`config.mk`:
```
export PLATFORM = sky130hd
export DESIGN_NAME = spi_slave_sync
export DESIGN_NICKNAME = d
export VERILOG_FILES = /design/src/rtl/spi_pkg.sv /design/src/rtl/spi_sync.sv /design/src/rtl/spi_slave_sync.sv
export SDC_FILE = /design/constraint.sdc
export NUM_CORES = 1
export LEC_CHECK = 0
export ABC_AREA = 0
export CAP_MARGIN = 20
export CORE_MARGIN = 2
export CORE_UTILIZATION = 31
export CTS_CLUSTER_DIAMETER = 200
export DETAILED_ROUTE_END_ITERATION = 12
export PLACE_DENSITY_LB_ADDON = 0.1
export SLEW_MARGIN = 10
export SYNTH_ARGS = -nofsm -noshare
export SYNTH_HDL_FRONTEND = slang
export SYNTH_SLANG_ARGS = --single-unit
```
`constraint.sdc`:
```
create_clock -name i_clk -period 5 [get_ports i_clk]
set_input_delay 1 -clock i_clk [delete_from_list [all_inputs] [get_ports i_clk]]
set_output_delay 1 -clock i_clk [all_outputs]
set_load 0.02 [all_outputs]
```
`src/rtl/spi_pkg.sv`:
```
// -----------------------------------------------------------------------------
// spi_pkg
// Shared definitions for the synchronous SPI slave: default word length,
// default synchronizer depth, SPI mode encodings and the frame FSM states.
// -----------------------------------------------------------------------------
package spi_pkg;

    localparam int SPI_WIDTH_DEFAULT       = 8;
    localparam int SPI_SYNC_STAGES_DEFAULT = 2;

    // i_mode = {CPOL, CPHA}
    localparam int MODE_CPOL_BIT = 1;
    localparam int MODE_CPHA_BIT = 0;

    typedef enum logic [1:0] {
        SPI_MODE0 = 2'b00,   // CPOL=0 CPHA=0
        SPI_MODE1 = 2'b01,   // CPOL=0 CPHA=1
        SPI_MODE2 = 2'b10,   // CPOL=1 CPHA=0
        SPI_MODE3 = 2'b11    // CPOL=1 CPHA=1
    } spi_mode_e;

    typedef enum logic {
        ST_IDLE   = 1'b0,
        ST_ACTIVE = 1'b1
    } spi_state_e;

endpackage

```
`src/rtl/spi_sync.sv`:
```
// -----------------------------------------------------------------------------
// spi_sync
// Multi-flop synchronizer for one asynchronous input bit.
//   i_clk   system clock
//   i_rst   synchronous active-high reset, loads RST_VAL into every stage
//   i_d     asynchronous input
//   o_q     synchronized output (last stage)
// -----------------------------------------------------------------------------
module spi_sync
    import spi_pkg::*;
#(
    parameter int   STAGES  = SPI_SYNC_STAGES_DEFAULT,
    parameter logic RST_VAL = 1'b0
) (
    input  logic i_clk,
    input  logic i_rst,
    input  logic i_d,
    output logic o_q
);

    logic [STAGES-1:0] sync_q;

    always_ff @(posedge i_clk) begin
        if (i_rst) begin
            sync_q <= {STAGES{RST_VAL}};
        end else begin
            sync_q[0] <= i_d;
            for (int i = 1; i < STAGES; i++) begin
                sync_q[i] <= sync_q[i-1];
            end
        end
    end

    assign o_q = sync_q[STAGES-1];

endmodule

```
`src/rtl/spi_slave_sync.sv`:
```
// -----------------------------------------------------------------------------
// spi_slave_sync
// SPI slave fully clocked by the system clock. sclk, cs_n and mosi are
// oversampled through synchronizers; edges are found by comparing against a
// history flop. Supports all four SPI modes, MSB first, single-word transmit
// buffer with underrun flag.
//   i_clk, i_rst            system clock, synchronous active-high reset
//   i_mode                  {CPOL,CPHA}, latched at frame start
//   i_sclk, i_cs_n, i_mosi  asynchronous SPI bus inputs
//   o_miso, o_miso_oe       serial data out and its enable
//   i_tx_data/valid, o_tx_ready   transmit buffer write handshake
//   o_rx_data, o_rx_valid   received word and its one-cycle strobe
//   o_busy                  frame active
//   o_underrun              word started with empty transmit buffer
//
// state     | meaning
// ----------+-----------------------------------------------------------
// ST_IDLE   | not selected; miso disabled, waiting for cs_n falling edge
// ST_ACTIVE | selected; sampling/shifting on sclk edges, miso enabled
// -----------------------------------------------------------------------------
module spi_slave_sync
    import spi_pkg::*;
#(
    parameter int WIDTH       = SPI_WIDTH_DEFAULT,
    parameter int SYNC_STAGES = SPI_SYNC_STAGES_DEFAULT
) (
    input  logic             i_clk,
    input  logic             i_rst,
    input  logic [1:0]       i_mode,
    input  logic             i_sclk,
    input  logic             i_cs_n,
    input  logic             i_mosi,
    output logic             o_miso,
    output logic             o_miso_oe,
    input  logic [WIDTH-1:0] i_tx_data,
    input  logic             i_tx_valid,
    output logic             o_tx_ready,
    output logic [WIDTH-1:0] o_rx_data,
    output logic             o_rx_valid,
    output logic             o_busy,
    output logic             o_underrun
);

    localparam int CNT_W    = (WIDTH > 1) ? $clog2(WIDTH) : 1;
    localparam int SETTLE_W = $clog2(SYNC_STAGES + 1);

    // ---------------------------------------------------------------- inputs
    logic cs_s, sclk_s, mosi_s;

    spi_sync #(.STAGES(SYNC_STAGES), .RST_VAL(1'b1)) u_sync_cs (
        .i_clk(i_clk), .i_rst(i_rst), .i_d(i_cs_n), .o_q(cs_s)
    );
    spi_sync #(.STAGES(SYNC_STAGES), .RST_VAL(1'b0)) u_sync_sclk (
        .i_clk(i_clk), .i_rst(i_rst), .i_d(i_sclk), .o_q(sclk_s)
    );
    spi_sync #(.STAGES(SYNC_STAGES), .RST_VAL(1'b0)) u_sync_mosi (
        .i_clk(i_clk), .i_rst(i_rst), .i_d(i_mosi), .o_q(mosi_s)
    );

    logic                cs_prev_q, sclk_prev_q;
    logic [SETTLE_W-1:0] settle_q;
    logic                armed_q;

    // The cs_n synchronizer resets to 1, so a cs_n held low through reset
    // would look like a falling edge once the chain refills. Falling edges
    // are only honoured after cs_n has been seen high with a chain that
    // holds real samples again.
    always_ff @(posedge i_clk) begin
        if (i_rst) begin
            cs_prev_q   <= 1'b1;
            sclk_prev_q <= 1'b0;
            settle_q    <= SETTLE_W'(SYNC_STAGES);
            armed_q     <= 1'b0;
        end else begin
            cs_prev_q   <= cs_s;
            sclk_prev_q <= sclk_s;
            if (settle_q != '0) begin
                settle_q <= settle_q - 1'b1;
            end else if (cs_s) begin
                armed_q <= 1'b1;
            end
        end
    end

    logic cs_fall, cs_rise, sclk_rise, sclk_fall;
    assign cs_fall   = armed_q & cs_prev_q & ~cs_s;
    assign cs_rise   = ~cs_prev_q & cs_s;
    assign sclk_rise = ~sclk_prev_q & sclk_s;
    assign sclk_fall = sclk_prev_q & ~sclk_s;

    // ------------------------------------------------------------------- FSM
    spi_state_e state_q, state_d;
    logic       frame_start, frame_end;

    always_ff @(posedge i_clk) begin
        if (i_rst) state_q <= ST_IDLE;
        else       state_q <= state_d;
    end

    always_comb begin
        state_d     = state_q;
        frame_start = 1'b0;
        frame_end   = 1'b0;
        case (state_q)
            ST_IDLE: begin
                if (cs_fall) begin
                    state_d     = ST_ACTIVE;
                    frame_start = 1'b1;
                end
            end
            ST_ACTIVE: begin
                if (cs_rise) begin
                    state_d   = ST_IDLE;
                    frame_end = 1'b1;
                end
            end
            default: state_d = ST_IDLE;
        endcase
    end

    // -------------------------------------------------------------- datapath
    spi_mode_e         mode_q, mode_d;
    logic [CNT_W-1:0]  bit_cnt_q, bit_cnt_d;
    logic [WIDTH-2:0]  rx_shift_q, rx_shift_d;
    logic [WIDTH-1:0]  rx_data_q, rx_data_d;
    logic              rx_valid_q, rx_valid_d;
    logic              underrun_q, underrun_d;
    logic [WIDTH-1:0]  tx_shift_q, tx_shift_d;
    logic              miso_q, miso_d;
    logic              skip_q, skip_d;
    logic              start_pend_q, start_pend_d;
    logic [WIDTH-1:0]  buf_q, buf_d;
    logic              buf_full_q, buf_full_d;

    logic              active_run, lead_edge, trail_edge;
    logic              sample_edge, shift_edge, last_sample, word_start;
    logic [WIDTH-1:0]  rx_next, load_word;

    assign mode_d = frame_start ? spi_mode_e'(i_mode) : mode_q;

    // Edges in the cs_n rising cycle belong to no word.
    assign active_run  = (state_q == ST_ACTIVE) && !cs_rise;
    assign lead_edge   = mode_q[MODE_CPOL_BIT] ? sclk_fall : sclk_rise;
    assign trail_edge  = mode_q[MODE_CPOL_BIT] ? sclk_rise : sclk_fall;
    assign sample_edge = active_run & (mode_q[MODE_CPHA_BIT] ? trail_edge : lead_edge);
    assign shift_edge  = active_run & (mode_q[MODE_CPHA_BIT] ? lead_edge : trail_edge);
    assign last_sample = sample_edge && (bit_cnt_q == CNT_W'(WIDTH - 1));
    assign word_start  = frame_start | (start_pend_q & active_run);
    assign rx_next     = {rx_shift_q, mosi_s};

    always_comb begin
        bit_cnt_d    = bit_cnt_q;
        rx_shift_d   = rx_shift_q;
        rx_data_d    = rx_data_q;
        rx_valid_d   = 1'b0;
        underrun_d   = 1'b0;
        tx_shift_d   = tx_shift_q;
        miso_d       = miso_q;
        skip_d       = skip_q;
        start_pend_d = 1'b0;
        buf_d        = buf_q;
        buf_full_d   = buf_full_q;
        load_word    = '0;

        // Frame entry and abort both drop any partial word.
        if (frame_start || frame_end) begin
            bit_cnt_d  = '0;
            rx_shift_d = '0;
            skip_d     = 1'b0;
        end

        if (sample_edge) begin
            rx_shift_d = rx_next[WIDTH-2:0];
            if (last_sample) begin
                bit_cnt_d    = '0;
                rx_data_d    = rx_next;
                rx_valid_d   = 1'b1;
                start_pend_d = 1'b1;
                // CPHA=0 already presents the next MSB at load time, so the
                // shift edge closing this word must not advance it.
                skip_d       = ~mode_q[MODE_CPHA_BIT];
            end else begin
                bit_cnt_d = bit_cnt_q + 1'b1;
            end
        end

        // "Presenting" moves the next unsent bit from tx_shift onto miso.
        if (shift_edge) begin
            if (skip_q) begin
                skip_d = 1'b0;
            end else begin
                miso_d     = tx_shift_q[WIDTH-1];
                tx_shift_d = tx_shift_q << 1;
            end
        end

        if (word_start) begin
            load_word  = buf_full_q ? buf_q : '0;
            underrun_d = ~buf_full_q;
            buf_full_d = 1'b0;
            if (mode_d[MODE_CPHA_BIT]) begin
                tx_shift_d = load_word;
                if (frame_start) miso_d = 1'b0;
            end else begin
                miso_d     = load_word[WIDTH-1];
                tx_shift_d = load_word << 1;
            end
        end

        // Evaluated after the load so a same-cycle write refills the buffer.
        if (i_tx_valid && !buf_full_q) begin
            buf_d      = i_tx_data;
            buf_full_d = 1'b1;
        end
    end

    always_ff @(posedge i_clk) begin
        if (i_rst) begin
            mode_q       <= SPI_MODE0;
            bit_cnt_q    <= '0;
            rx_shift_q   <= '0;
            rx_data_q    <= '0;
            rx_valid_q   <= 1'b0;
            underrun_q   <= 1'b0;
            tx_shift_q   <= '0;
            miso_q       <= 1'b0;
            skip_q       <= 1'b0;
            start_pend_q <= 1'b0;
            buf_q        <= '0;
            buf_full_q   <= 1'b0;
        end else begin
            mode_q       <= mode_d;
            bit_cnt_q    <= bit_cnt_d;
            rx_shift_q   <= rx_shift_d;
            rx_data_q    <= rx_data_d;
            rx_valid_q   <= rx_valid_d;
            underrun_q   <= underrun_d;
            tx_shift_q   <= tx_shift_d;
            miso_q       <= miso_d;
            skip_q       <= skip_d;
            start_pend_q <= start_pend_d;
            buf_q        <= buf_d;
            buf_full_q   <= buf_full_d;
        end
    end

    assign o_busy     = (state_q == ST_ACTIVE);
    assign o_miso_oe  = (state_q == ST_ACTIVE);
    assign o_miso     = o_miso_oe & miso_q;
    assign o_tx_ready = ~buf_full_q;
    assign o_rx_data  = rx_data_q;
    assign o_rx_valid = rx_valid_q;
    assign o_underrun = underrun_q;

endmodule

```
==> results of run 1 <==
-- metal layers --
| layer | vias up | global-route usage, % | share of wire (%) |
|---|---|---|---|
| li1 | 843 | - | - |
| met1 | 757 | 16.8 | 54 |
| met2 | 20 | 17.0 | 42 |
| met3 | 7 | 3.23 | 3.2 |
| met4 | 0 | 3.66 | 1.1 |
| met5 | - | 0 | 0 |
-- area by class of cell --
| cell class | instances | area (um^2) |
|---|---|---|
| flip-flops and latches | 53 | 1060 |
| well taps | 99 | 124 |
| inverters | 5 | 18.8 |
| clock buffers | 6 | 82.6 |
| clock inverters | 1 | 7.51 |
| repair buffers | 29 | 285 |
| fillers | 754 | 4520 |
| multi-input cells | 160 | 1040 |
-- layout by cell type (no fill, tap or decap), types with 2 or more instances in the layout --
cell	instances
nand3_1	12
inv_1	5
mux2i_1	20
nand2_1	31
a21oi_1	30
nor3_1	3
clkbuf_8	6
clkdlybuf4s50_1	28
nor2_1	16
or2_2	4
a211oi_1	7
xor2_1	2
ha_1	3
mux2_1	6
nand2b_1	4
nor2b_1	6
dfxtp_1	53
-- registers in the layout, summed over array words and instances, names as in the netlist, 2 cells and up --
name,flops
bit_cnt_q,3
settle_q,2
o_rx_data,8
u_sync_sclk.sync_q,2
tx_shift_q,8
u_sync_mosi.sync_q,2
buf_q,8
rx_shift_q,7
mode_q,2
u_sync_cs.sync_q,2
-- worst reg2reg max path: stages, from the launching register on --
cell      delay, ps
dfxtp_1         450
nor4bb_4        660
mux2i_4         520
mux2_1          360
a21oi_1         150
a211oi_1         70
-- cell families (layout without fill, tap and decap cells) --
logic type	Yosys count	count (layout)
mux	28	28
compound gates	43	43
buf+inv	21	41
flops	53	53
simple gates	84	84
xor+xnor	2	2
fa+ha+maj	3	3
-- final timing paths --
kind / startpoint / to / slack, ps / cells after the start
min reg2reg: u_sync_cs.sync_q[0] / u_sync_cs.sync_q[1] / 420 / 1
max: o_busy / o_miso / 2300 / 2
max reg2reg: o_busy / tx_shift_q[6] / 2630 / 5
min: u_sync_cs.sync_q[0] / u_sync_cs.sync_q[1] / 420 / 1
-- power groups by stage --
stage	Clock, mW	Combinational (mW)	Sequential, mW
detailed placement	0	0.0884	0.467
global route	0.274	0.0991	0.461
CTS	0.258	0.0891	0.457
global placement	0	0.0879	0.467
floorplan	0	0.0717	0.462
finish	0.246	0.0873	0.457
==> flow_metrics.tcl, run 1 <==
set metrics [dict create \
    status "finished, final reports clean" \
    drv_slew 0 \
    worstPathArrival_ps 1700 \
    path_cells "and2_2 > clkdlybuf4s50_1" \
    critical_path.max_stage_delay_ps 600 \
    setup_tns_ps 0 \
    drt-wirelength-per-cell_um 12.4 \
    path_clk_slew_ps 90 \
    cts_tree "yes" \
    h-tree-depth 2 \
    syn_inst 234 \
    grt_usage_pct 11.7 \
    placed_cells 346 \
    fin_area_um2 2620 \
    peakVddDrop_v 0.000113 \
    p_switching_mw 0.193 \
    layout.nets 273 \
    antenna_found_initial 0 \
    cts_root_buf "clkbuf_8" \
    synth_common_cells "dfxtp_1, nand2_1, a21oi_1, mux2i_1, nor2_1" \
    setup_violations 0 \
    endpoint_kind "output pin" \
    synth_compound_area_share_pct 11.7 \
    path_class "flop to output pin" \
    ant_nets 0 \
    ys_ff_latch 53 \
    grt_first_pass_wirelength_mm 7.19 \
    synth_top_flop_cell "dfxtp_1" \
    period_needed_ps 2700 \
    synthAdderAreaFrac_pct 1.66 \
    synth-edff-count 0 \
    num_vias 1627 \
    cpMaxStageDelayCell "dfxtp_1" \
    diodes 0 \
    synth_cell_type_count 39 \
    fp.dieW_um 89.3 \
    p_int_mw 0.597 \
    hold_path_class "flop to flop" \
    pwr-share-seq_pct 57.8 \
    dpl_worst_slack_ps 2420 \
    yosysTopAreaCellShare_pct 47.0 \
    rsz0062_at_grt "no" \
    via_per_inst 4.61 \
    path_max_fanout 11 \
    grt_max_degree 54 \
    yosys_warnings 0 \
    p_sw_share_pct 24.5 \
    cts-buffers-inserted 5 \
    crit_required_ps 4000 \
    syn_to_final_growth_pct 16.1 \
    fp.dieH_um 89.3 \
    holdWs_ps 416 \
    fin_skew_ps 13.1 \
    dpl-instance-area_um2 2530 \
    gp_congestion 0.667 \
    instances_no_fill 353 \
    synth_fp_nets 253 \
    cts_setup_buffers 0 \
    syn_area_per_cell_um2 9.65 \
    finalCritPeriodShare_pct 54.0 \
    clock_sinks 53 \
    leakagePower_nw 0.978 \
    clkPwrFrac_pct 31.1 \
    power_density_nw_per_um2 302 \
    fin_util_pct 36.7 \
    cap_violations 0 \
    core_region_area_um2 7140 \
    totalWireLength_mm 4.37 \
    crit_path_start_kind "flop" \
    synth_most_common_cell "dfxtp_1" \
    grt_overflow 0 \
    first_iter_violations 87 \
    synth-simple-area-share_pct 18.6 \
    crit_buf_inv 1 \
    pwr-share-comb_pct 11.0 \
    hold_buffers 0 \
    synthArstFlopShare_pct 0 \
    drc 0 \
    final_hold_viol_count 0 \
    cts_resized 0 \
    io_pins 30 \
    cts.path.max_buffers 2 \
    drive_gt1_share_pct 8.27 \
    power.total_mw 0.790 \
    worst_slack_ps 2300 \
    std_cell_rows 31 \
    mappedNetlistArea_um2 2260 \
    yosysTopAreaCell "dfxtp_1" \
    io_buffers 29 \
    max_freq_mhz 370 \
    start_util_pct 31.6 \
    tightest_slew_ps 972 \
    grt_pass1_vias 1474 \
    detailed_place_hpwl_mm 2.85 \
    yosys-top-cells-area "dfxtp_1, mux2i_1, a21oi_1" \
    yosys.area_share.xor_xnor_pct 0.776 \
    ys_seq_area_share_pct 47.0 \
    synth_top_family_by_area "simple AND/OR/NAND/NOR gates" \
    clkLatencyLatePin_ps 300 \
    synth_mux_area_share_pct 13.4 \
    path_delay_family "flip-flops" \
    drt-pass1-iter-count 4 \
    relSlewSlack_pct 35.2 \
    die_area_um2 7980 \
]
No activity file was read; power rests on OpenSTA's default activity.
==> inputs of run 2 (changes only) <==
==> constraint.sdc (replaced) <==
create_clock -name i_clk -period 2.2 [get_ports i_clk]
set_input_delay 0.44 -clock i_clk [delete_from_list [all_inputs] [get_ports i_clk]]
set_output_delay 0.44 -clock i_clk [all_outputs]
set_load 0.02 [all_outputs]
==> run 2 against run 1 <==
Against the previous run:
- sequential power rose by 130%
- global-route usage did not move
- combinational power rose by 150%
- sequential cell count did not move
- first-iteration DRC count did not move
- sequential share of layout area fell by 1.2 points
- final area rose by 3.1%
- clock-buffer cell count fell by 1
- cell count rose by 3.1%
==> flow_metrics.tcl, run 2 (synthesis gave the netlist of run 1 again) <==
set metrics [dict create \
    status "finished, final reports clean" \
    antenna_found_initial 0 \
    drc 0 \
    cts.path.max_buffers 2 \
    ff2ff_setup_slack_ps 180 \
    cts_setup_buffers 0 \
    hold_path_class "flop to flop" \
    r2r-end "tx_shift_q[2]" \
    drv_slew 0 \
    hold_buffers 0 \
    cap_violations 0 \
    gp_congestion 0.680 \
    fp.dieW_um 89.3 \
    std_cell_rows 31 \
    setup_violations 0 \
    path_class "flop to output pin" \
    setup_tns_ps 0 \
    period_needed_ps 2050 \
    worst_slack_ps 145 \
    grt_max_degree 40 \
    cpMaxStageDelayCell "clkdlybuf4s50_1" \
    r2r_cells 5 \
    endpoint_kind "output pin" \
    fin_skew_ps 15.5 \
    core_region_area_um2 7140 \
    ant_nets 0 \
    path_clk_slew_ps 110 \
    leakagePower_nw 1.03 \
    num_vias 1648 \
    crit_path_start_kind "flop" \
    worstPathArrival_ps 1610 \
    final_common_cell "dfxtp_1" \
    first_iter_violations 87 \
    drt-wirelength-per-cell_um 12.0 \
    rsz0062_at_grt "no" \
    power_density_nw_per_um2 681 \
    detailed_place_hpwl_mm 3.03 \
    io_pins 30 \
    path_delay_family "buffers and inverters" \
    path_cells "buf_4 > and2_2 > clkdlybuf4s50_1" \
    path_max_fanout 10 \
    start_util_pct 31.6 \
    crit_buf_inv 2 \
    final_hold_viol_count 0 \
    drive_gt1_share_pct 12.1 \
    relSlewSlack_pct 53.2 \
    critical_path.max_stage_delay_ps 590 \
    grt_overflow 0 \
    grt_pass1_vias 1489 \
    pwr-share-comb_pct 11.8 \
    grt_first_pass_wirelength_mm 7.16 \
    hold-path-cell-count 1 \
    p_switching_mw 0.486 \
    dpl_worst_slack_ps 199 \
    tightest_slew_ps 702 \
    holdPathEnd "u_sync_cs.sync_q[1]" \
    clock_sinks 53 \
    peakVddDrop_v 0.000334 \
    p_sw_share_pct 26.4 \
    syn_to_final_growth_pct 19.6 \
    layout.nets 283 \
    fillers 781 \
    final_cell_mix "dfxtp_1, nand2_1, a21oi_1, clkdlybuf4s50_1, mux2i_1" \
    clkPwrFrac_pct 32.1 \
    pwr-share-seq_pct 56.1 \
    max_freq_mhz 487 \
    via_per_inst 4.53 \
    cts_tree "yes" \
    io_buffers 29 \
    hp-start "u_sync_cs.sync_q[0]" \
    grt_usage_pct 11.7 \
    diodes 0 \
    finalCritPeriodShare_pct 93.4 \
    clkLatencyLatePin_ps 320 \
    cts_root_buf "clkbuf_8" \
    cts_resized 0 \
    fp.dieH_um 89.3 \
    crit_required_ps 1760 \
    totalWireLength_mm 4.35 \
    h-tree-depth 2 \
    p_int_mw 1.35 \
    cts-buffers-inserted 5 \
    drt-pass1-iter-count 4 \
    rr_startpoint "mode_q[1]" \
    die_area_um2 7980 \
    power.total_mw 1.84 \
]
## run 2: changes by cell type in the layout (fill, tap and decap cells not counted), sizes merged
cell	before	now
buf	1	11
inv	5	8
clkbuf	6	5
clkinvlp	1	0
## run 2: worst max path at each step
stage,start,to,slack (ps),depth (start not counted)
finish,o_busy,o_miso,150,3
global placement,i_mode[0],tx_shift_q[7],240,5
CTS,o_busy,o_miso,120,3
floorplan,o_busy,tx_shift_q[3],210,7
global route,mode_q[1],tx_shift_q[1],30,5
detailed placement,mode_q[1],tx_shift_q[1],200,5
## run 2: layout make-up
class	count	area, um^2	share of cell area (%)
Timing Repair Buffer	39	360	13.3
Sequential cell	53	1060	39.3
Multi-Input combinational cell	160	1040	38.6
Clock inverter	3	26.3	0.973
Clock buffer	5	68.8	2.55
Inverter	5	18.8	0.695
Tap cell	99	124	4.59
## run 2: power by group through the flow
stage	clock [mW]	combinational [mW]	sequential, mW
2_1_floorplan	0	0.163	1.05
3_3_place_gp	0	0.220	1.05
3_5_place_dp	0	0.220	1.06
4_1_cts	0.623	0.222	1.03
5_1_grt	0.657	0.244	1.04
6_report	0.591	0.216	1.03
## run 2: worst register-to-register path: stages, from the launching register on
cell and delay [ps]:
dfxtp_1 410, xor2_1 240, mux2i_1 240, or3b_1 590, mux2i_1 200, a211oi_1 250
## run 2: per-stage QoR
stage	cell area, um^2	util [%]	hold WS (ps)	cells
3_5_place_dp	2610	36.5	416	356
2_1_floorplan	2260	-	389	234
3_3_place_gp	2610	36.5	405	356
6_report	2700	37.8	415	364
5_1_grt	2700	37.8	423	364
4_1_cts	2700	37.8	423	364
## run 2: metal layers
| layer | share of wire [%] | up-vias | track usage [%] |
|---|---|---|---|
| li1 | - | 870 | - |
| met1 | 54 | 746 | 16.9 |
| met2 | 41 | 25 | 16.8 |
| met3 | 3.4 | 7 | 3.05 |
| met4 | 1.5 | 0 | 4.07 |
| met5 | 0 | - | 0 |
